<file path="src/rtl/instrument_meter.sv">
// instrument_meter: per-instrument level ballistics and vertical-bar rasteriser.
// Define METER_PEAK_MARKER_EN to compile in the peak-hold marker.
module instrument_meter #(
    parameter int INSTRUMENT_COUNT = 3,
    parameter int DECAY_STEP       = 4,
    parameter int HOLD_FRAMES      = 15,
    parameter int BAR_X0           = 32,
    parameter int BAR_WIDTH        = 64,
    parameter int BAR_SPACING      = 16,
    parameter int BAR_Y_BOTTOM     = 700
) (
    input  logic        clk_pixel,
    input  logic        rst,
    input  logic        new_frame,
    input  logic [7:0]  max_sample_intensity [INSTRUMENT_COUNT],
    input  logic [10:0] h_count,
    input  logic [9:0]  v_count,
    input  logic        active_draw,
    output logic        pixel_valid,
    output logic        bar_pixel,
    output logic        peak_pixel,
    output logic [7:0]  bar_index,
    output logic [7:0]  bar_level [INSTRUMENT_COUNT]
);
    localparam int IW = INSTRUMENT_COUNT > 1 ? $clog2(INSTRUMENT_COUNT) : 1;
    localparam logic [7:0] DS = 8'(DECAY_STEP);
    logic [7:0]    level      [INSTRUMENT_COUNT];
    logic [7:0]    level_next [INSTRUMENT_COUNT];
    logic          hit_c, htv_c;
    logic [IW-1:0] idx_c;
    int            hx, dv;
    logic          s1_hit, s1_htv, s1_act;
    logic [IW-1:0] s1_idx;
    logic [7:0]    s1_ht, lvl_sel;
    always_comb begin
        for (int i = 0; i < INSTRUMENT_COUNT; i++)
            level_next[i] = max_sample_intensity[i] >= level[i] ? max_sample_intensity[i] :
                            level[i] > DS ? level[i] - DS : 8'd0;
    end
    always_ff @(posedge clk_pixel) begin
        for (int i = 0; i < INSTRUMENT_COUNT; i++)
            if (rst) level[i] <= 8'd0;
            else if (new_frame) level[i] <= level_next[i];
    end
    assign bar_level = level;
    // scan from the top so the lowest overlapping index wins
    always_comb begin
        hit_c = 1'b0;
        idx_c = '0;
        hx = int'(h_count);
        dv = BAR_Y_BOTTOM - int'(v_count);
        for (int i = INSTRUMENT_COUNT - 1; i >= 0; i--)
            if (hx >= BAR_X0 + i * (BAR_WIDTH + BAR_SPACING) &&
                hx <  BAR_X0 + i * (BAR_WIDTH + BAR_SPACING) + BAR_WIDTH) begin
                hit_c = 1'b1;
                idx_c = IW'(i);
            end
        htv_c = dv >= 0 && dv <= 255;
    end
    always_ff @(posedge clk_pixel) begin
        if (rst) begin
            s1_hit <= 1'b0;
            s1_htv <= 1'b0;
            s1_act <= 1'b0;
            s1_idx <= '0;
            s1_ht  <= 8'd0;
        end else begin
            s1_hit <= hit_c;
            s1_htv <= htv_c;
            s1_act <= active_draw;
            s1_idx <= idx_c;
            s1_ht  <= dv[7:0];
        end
    end
    always_comb begin
        lvl_sel = 8'd0;
        for (int i = 0; i < INSTRUMENT_COUNT; i++)
            if (s1_idx == IW'(i)) lvl_sel = level[i];
    end
    always_ff @(posedge clk_pixel) begin
        if (rst) begin
            pixel_valid <= 1'b0;
            bar_pixel   <= 1'b0;
            bar_index   <= 8'd0;
        end else begin
            pixel_valid <= s1_act;
            bar_pixel   <= s1_act & s1_hit & s1_htv & (s1_ht < lvl_sel);
            bar_index   <= (s1_act & s1_hit) ? 8'(s1_idx) : 8'd0;
        end
    end
`ifdef METER_PEAK_MARKER_EN
    logic [7:0] peak [INSTRUMENT_COUNT];
    logic [7:0] hold [INSTRUMENT_COUNT];
    logic [7:0] pk_sel;
    always_ff @(posedge clk_pixel) begin
        for (int i = 0; i < INSTRUMENT_COUNT; i++)
            if (rst) begin
                peak[i] <= 8'd0;
                hold[i] <= 8'd0;
            end else if (new_frame) begin
                if (max_sample_intensity[i] >= peak[i]) begin
                    peak[i] <= max_sample_intensity[i];
                    hold[i] <= 8'(HOLD_FRAMES);
                end else if (hold[i] != 8'd0) hold[i] <= hold[i] - 8'd1;
                else peak[i] <= peak[i] > level_next[i] ? peak[i] - 8'd1 : level_next[i];
            end
    end
    always_comb begin
        pk_sel = 8'd0;
        for (int i = 0; i < INSTRUMENT_COUNT; i++)
            if (s1_idx == IW'(i)) pk_sel = peak[i];
    end
    always_ff @(posedge clk_pixel) begin
        if (rst) peak_pixel <= 1'b0;
        else peak_pixel <= s1_act & s1_hit & s1_htv & (pk_sel != 8'd0) & (s1_ht == pk_sel);
    end
`else
    assign peak_pixel = 1'b0;
`endif
endmodule

</file>
<file path="config.mk">
export PLATFORM = sky130hd
export DESIGN_NAME = instrument_meter
export DESIGN_NICKNAME = d
export VERILOG_FILES = /design/src/rtl/instrument_meter.sv
export SDC_FILE = /design/constraint.sdc
export NUM_CORES = 1
export LEC_CHECK = 0
export CORE_AREA = 2 2 108 110
export DETAILED_ROUTE_END_ITERATION = 6
export DIE_AREA = 0 0 110 112
export GPL_ROUTABILITY_DRIVEN = 0
export RECOVER_POWER = 25
export SKIP_LAST_GASP = 1
export SLEW_MARGIN = 20
export SYNTH_ARGS = -nofsm -noshare
export SYNTH_HDL_FRONTEND = slang
export SYNTH_SLANG_ARGS = --single-unit
</file>
<file path="constraint.sdc">
create_clock -name clk_pixel -period 3.67 [get_ports clk_pixel]
set_input_delay 0.5505 -clock clk_pixel [delete_from_list [all_inputs] [get_ports clk_pixel]]
set_output_delay 0.5505 -clock clk_pixel [all_outputs]
set_load 0.02 [all_outputs]
</file>
==> results of run 1 <==
[sequential cells by signal, indices dropped and copies added (netlist names)]
| signal | flops |
|---|---|
| bar_level | 24 |
| s1_act | 1 |
| s1_htv | 1 |
| bar_pixel | 1 |
| s1_ht | 8 |
| pixel_valid | 1 |
| bar_index | 2 |
| s1_hit | 1 |
| s1_idx | 2 |
[kinds of logic after synthesis]
logic type      count (synthesis)  synth area share
compound gates                116             0.249
simple gates                  131             0.215
flops                          41             0.252
fa+ha+maj                      39             0.150
other cells                     1           0.00115
xor+xnor                        7            0.0188
buf+inv                        57            0.0772
mux                            12            0.0373
[cell usage after synthesis, types with 3 or more instances]
master    instances
a211oi_1          7
a21o_1            3
a21oi_1          18
a22oi_1           4
a311oi_1          6
a31o_2            3
a31oi_1          12
and3_1            6
buf_2             3
buf_4             7
clkbuf_1         11
dfxtp_1          41
ha_1             39
inv_1            33
mux2i_1          11
nand2_1          16
nand2b_1          4
nand3_1           9
nand3b_1          6
nand4_1           4
nor2_1           34
nor2b_1          11
nor3_1           14
nor4_1            4
o211ai_1         19
o21ai_0          19
o21ai_1           3
o31ai_1           4
or3_1             4
or4_1             9
xnor2_1           7
[worst max-delay path by stage]
stage / from / to / slack [ns] / cells past startpoint
after CTS: max_sample_intensity[16] / bar_level[19]$_SDFFE_PP0P_ / 1.03 / 8
after global placement: max_sample_intensity[8] / bar_level[11]$_SDFFE_PP0P_ / 0.75 / 8
after global routing: rst / bar_index[0]$_SDFF_PP0_ / 0.68 / 4
final: rst / bar_index[0]$_SDFF_PP0_ / 0.93 / 4
after detailed placement: max_sample_intensity[16] / bar_level[19]$_SDFFE_PP0P_ / 0.74 / 8
after floorplan: bar_level[13]$_SDFFE_PP0P_ / bar_level[11]$_SDFFE_PP0P_ / 1.35 / 8
[critical path, cell delays in order]
cell,delay (ns)
dlygate4sd3_1,0.52
clkbuf_1,1.31
nor2b_1,0.25
and3_1,0.29
[through the flow]
stage                      util  setup slack (ns)  total power, uW
after floorplan               -              1.35              917
after global placement    0.364             0.753             1110
after detailed placement  0.364             0.740             1120
after CTS                 0.378              1.03             1580
after global routing      0.377             0.680             1680
final                     0.377             0.928             1570
[area by class of cell]
| class | count | area, sq um |
|---|---|---|
| multi-input cells | 312 | 2210 |
| flip-flops and latches | 41 | 821 |
| fillers | 1164 | 6960 |
| inverters | 33 | 124 |
| clock inverters | 3 | 26.3 |
| well taps | 143 | 179 |
| clock buffers | 5 | 125 |
| repair buffers | 74 | 732 |
[routing by layer]
layer  vias up  GRT usage
met4         0     0.0388
met2        77      0.251
met5         -          0
li1       1622          -
met1      1437      0.193
met3         7     0.0281
[power groups by stage]
stage	logic [uW]	registers, uW	clock network [uW]
after floorplan	347	570	0
after detailed placement	563	555	0
after CTS	565	545	474
final	561	545	463
after global placement	550	555	0
after global routing	633	555	490
==> results.py, run 1 <==
metrics = {
    "power_and_ir_drop": {
        "leakage_uw": 0.00159,
        "p_seq_frac": 0.347,
        "clock_power_share": 0.295,
        "power.density_cell_area_mw_per_mm2": 372,
        "power_frac_comb": 0.357,
        "vdd_ir_drop_max_uv": 186,
        "power.net_switching_uw": 565,
        "power_switching_share": 0.360,
        "internal_power_of_the_cells_uw": 1000,
    },
    "layout": {
        "final_common_cell": "clkdlybuf4s50_1",
        "finalNetCount": 555,
        "antenna-diode-count": 0,
        "growth_of_design_area_from_synthesis_to_finish_pct": 29.4,
        "final-instance-count-excl-fill": 611,
        "design_area_sq_mm": 0.00422,
        "commonest_non_fill_non_tap_cells_in_the_layout": "clkdlybuf4s50_1 (67), dfxtp_1 (41), ha_1 (39)",
        "fraction_of_final_layout_cells_with_drive_strength_greater_than_1": 0.0406,
    },
    "critical_path": {
        "timing.critical_path.required_ns": 3.85,
        "worst_r2r_startpoint": "bar_level[13]$_SDFFE_PP0P_",
        "critPathCaptureType": "register",
        "arrival_worst_endpoint_ns": 2.93,
        "critical_path_peak_fanout": 41,
        "startpoint_type": "input port",
        "reg2reg_depth": 7,
        "reg2reg_slack_ns": 1.17,
        "timing_worst_setup_path_type": "input port to register",
        "worst_r2r_endpoint": "bar_level[11]$_SDFFE_PP0P_",
    },
    "hold_path": {
        "type_of_the_worst_min_delay_path": "register to register",
        "timing.hold.worst_endpoint": "bar_pixel$_SDFF_PP0_",
        "whs_path_depth": 2,
        "hold_path_origin": "s1_htv$_SDFF_PP0_",
    },
    "drt": {
        "met1_routed_length_mm": 3.89,
        "wl_met3_um": 475,
        "viasPerCell": 5.14,
        "dr.first_iter.drc_count": 107,
        "detail_route.wl_per_cell_um": 14.3,
        "via_count": 3143,
        "detailedRoute.firstPassIterationCount": 4,
        "antenna_left": 0,
        "highest_layer": "met4",
        "drc_errors": 0,
        "drt-total-wl_mm": 8.72,
        "dr_wl_met2_mm": 4.25,
    },
    "synthesis": {
        "synth_ff_type": "dfxtp_1",
        "mappedNetlistArea_sq_mm": 0.00326,
        "proportion_of_synthesized_chip_area_in_sequential_cells": 0.252,
        "postSynthRegisterBits": 41,
        "yosys-top-cells-area": "dfxtp_1 (25%), ha_1 (15%), o211ai_1 (4.4%)",
        "synth-edff-count": 0,
        "yosys.area.top_type_share": 0.252,
        "synth_warnings": 0,
        "postSynthCellCount": 404,
        "synth.lib_cells_used.distinct": 57,
        "cell_taking_the_most_area_after_synthesis": "dfxtp_1",
        "ys_async_sr_fraction": 0,
        "syn_avg_cell_area_sq_um": 8.06,
    },
    "floorplan": {
        "initial_utilization": 0.292,
        "die_ar_sq_mm": 0.0123,
        "core_area_sq_mm": 0.0112,
        "boundaryPins": 84,
        "die_width_um": 110,
        "dieHeight_um": 112,
        "placement_rows": 39,
    },
    "timing": {
        "max_slew.worst_pin.slew_ns": 1.85,
        "final_count_of_hold_timing_violations": 0,
        "timing.final.crit_share": 0.747,
        "fmax_mhz": 365,
        "setup_total_negative_slack_ns": 0,
        "count_of_final_setup_violators": 0,
        "timing.clock.skew_ns": 0.00316,
        "fin_hold_ws_ns": 0.478,
        "min_period_ns": 2.74,
        "setup_repair_after_global_routing_missed_its_margin": "no",
        "final_max_slew_viol_count": 42,
        "slew_headroom": -0.230,
    },
    "global_routing": {
        "grt_pass1_wl_mm": 14.8,
        "maximum_number_of_pins_on_one_net_before_global_route_repair": 42,
        "number_of_antenna_violations_at_the_first_check_in_global_routing": 0,
        "global_route.usage.total": 0.149,
        "aggregate_global_routing_overflow": 0,
        "first_global_vias": 3049,
    },
    "cts": {
        "root_buf_cell": "clkbuf_16",
        "path_clk_slew_ns": 0.07,
        "ctsResizeCount": 0,
        "clkSinkCount": 41,
        "cts.repair_timing.setup_buffer_count": 0,
        "cts_tree": "built",
        "cts_max_path_bufs": 2,
        "holdBufCountCts": 0,
        "cts_bufs_inserted": 5,
        "worst_skew_pair.late_latency_ns": 0.29,
        "htree_depth": 2,
    },
    "place": {
        "dpl-instance-area_sq_mm": 0.00407,
        "placed_cells": 603,
        "detailed_place_hpwl_mm": 6.85,
        "buffer_ports.inserted": 72,
    },
    "status": {
        "violations": "max-capacitance violations, max-slew violations",
        "run_status": "finished with violations",
    },
    "run": {
        "max_cap_viol_count": 1,
    },
}
Note: power is estimated with default switching activity, not from simulation.
==> run 2: changes to the inputs <==
Clock period 3.67 ns to 2.9 ns, I/O delays scaled along.
==> run 2 against run 1 <==
Effect of this change: the run now ends clean; critical path depth increased by 3; clock power increased by 25%; largest cell class unchanged; sequential share of layout area decreased by 0.41 points; largest power group unchanged; hold slack improved by 0.00080 ns; critical path type unchanged.
==> results.py, run 2 (synthesis gave the netlist of run 1 again) <==
metrics = {
    "timing": {
        "timing.final.crit_share": 0.836,
        "slew_headroom": 0.580,
        "setup_total_negative_slack_ns": 0,
        "min_period_ns": 2.42,
        "setup_repair_after_global_routing_missed_its_margin": "no",
        "timing.clock.skew_ns": 0.00162,
        "fmax_mhz": 413,
        "max_slew.worst_pin.slew_ns": 0.627,
        "final_count_of_hold_timing_violations": 0,
        "final_max_slew_viol_count": 0,
        "post-route-worst-setup-slack_ns": 0.477,
        "count_of_final_setup_violators": 0,
    },
    "cts": {
        "htree_depth": 2,
        "cts_max_path_bufs": 2,
        "path_clk_slew_ns": 0.07,
        "ctsResizeCount": 0,
        "holdBufCountCts": 0,
        "root_buf_cell": "clkbuf_16",
        "cts_tree": "built",
        "cts.repair_timing.setup_buffer_count": 0,
        "worst_skew_pair.late_latency_ns": 0.28,
        "clkSinkCount": 41,
        "cts_bufs_inserted": 5,
    },
    "place": {
        "buffer_ports.inserted": 72,
        "pre_cts_slack_ns": 0.208,
        "placed_cells": 615,
        "detailed_place_hpwl_mm": 7.19,
    },
    "layout": {
        "final-instance-count-excl-fill": 623,
        "largest_register_ff_count": 24,
        "fillers": 1159,
        "finalNetCount": 567,
        "final_common_cell": "clkdlybuf4s50_1",
        "fraction_of_final_layout_cells_with_drive_strength_greater_than_1": 0.0646,
        "growth_of_design_area_from_synthesis_to_finish_pct": 32.1,
        "antenna-diode-count": 0,
        "commonest_non_fill_non_tap_cells_in_the_layout": "clkdlybuf4s50_1 (66), dfxtp_1 (41), ha_1 (39)",
    },
    "global_routing": {
        "maximum_number_of_pins_on_one_net_before_global_route_repair": 19,
        "grt_pass1_wl_mm": 15.1,
        "global_route.usage.total": 0.150,
        "number_of_antenna_violations_at_the_first_check_in_global_routing": 0,
        "first_global_vias": 3251,
        "aggregate_global_routing_overflow": 0,
    },
    "critical_path": {
        "startpoint_type": "input port",
        "arrival_worst_endpoint_ns": 2.61,
        "critical_path_peak_fanout": 11,
        "timing.critical_path.required_ns": 3.09,
        "critPathCaptureType": "register",
        "timing_worst_setup_path_type": "input port to register",
    },
    "drt": {
        "dr.first_iter.drc_count": 138,
        "wl_met3_um": 411,
        "drc_errors": 0,
        "met1_routed_length_mm": 4.01,
        "drt-total-wl_mm": 8.94,
        "detail_route.wl_per_cell_um": 14.4,
        "antenna_left": 0,
        "detailedRoute.firstPassIterationCount": 4,
        "highest_layer": "met4",
        "viasPerCell": 5.23,
        "dr_wl_met2_mm": 4.42,
        "via_count": 3258,
    },
    "floorplan": {
        "core_area_sq_mm": 0.0112,
        "dieHeight_um": 112,
        "placement_rows": 39,
        "initial_utilization": 0.292,
        "boundaryPins": 84,
        "die_ar_sq_mm": 0.0123,
        "die_width_um": 110,
    },
    "run": {
        "max_cap_viol_count": 0,
    },
    "power_and_ir_drop": {
        "vdd_ir_drop_max_uv": 233,
        "leakage_uw": 0.00165,
        "power.density_cell_area_mw_per_mm2": 465,
    },
    "hold_path": {
        "type_of_the_worst_min_delay_path": "register to register",
    },
    "status": {
        "run_status": "complete, no violations",
    },
}
run 2: worst paths after layout:
path | slack [ns] | from | depth (start not counted) | to
hold / removal | 0.48 | s1_htv$_SDFF_PP0_ | 2 | bar_pixel$_SDFF_PP0_
hold reg to reg | 0.48 | s1_htv$_SDFF_PP0_ | 2 | bar_pixel$_SDFF_PP0_
setup reg to reg | 0.52 | bar_level[5]$_SDFFE_PP0P_ | 7 | bar_level[3]$_SDFFE_PP0P_
setup / recovery | 0.48 | max_sample_intensity[5] | 7 | bar_level[3]$_SDFFE_PP0P_
run 2: final cells by class:
cell class	count	area, sq um	share of cell area
inverters	33	124	0.0288
flip-flops and latches	41	821	0.191
clock buffers	5	125	0.0291
repair buffers	86	822	0.191
multi-input cells	312	2210	0.513
clock inverters	3	26.3	0.00610
well taps	143	179	0.0416
run 2: per-stage QoR:
stage | utilization | total power (uW) | hold WS, ns | area [sq um]
floorplan | - | 1160 | 0.446 | 3280
global placement | 0.372 | 1420 | 0.471 | 4160
detailed placement | 0.372 | 1440 | 0.472 | 4160
CTS | 0.386 | 2020 | 0.483 | 4310
global route | 0.385 | 2140 | 0.522 | 4310
finish | 0.385 | 2000 | 0.479 | 4310
run 2: metal layers:
layer	vias up	track usage
li1	1656	-
met1	1517	0.189
met2	77	0.261
met3	8	0.0275
met4	0	0.0346
met5	-	0
run 2: worst max-delay path, cell delays in order:
cell and delay [ns]:
clkdlybuf4s50_1 0.44, ha_1 0.34, a211oi_2 0.17, nor2_1 0.07, or2_1 0.33, or4_1 0.53, a311oi_1 0.29
run 2: power breakdown:
| group | total [uW] | switching (uW) | leakage (uW) | internal (uW) |
|---|---|---|---|---|
| registers | 686 | 74.9 | 0.000338 | 611 |
| clock network | 577 | 249 | 0.0000752 | 328 |
| logic | 741 | 392 | 0.00123 | 349 |
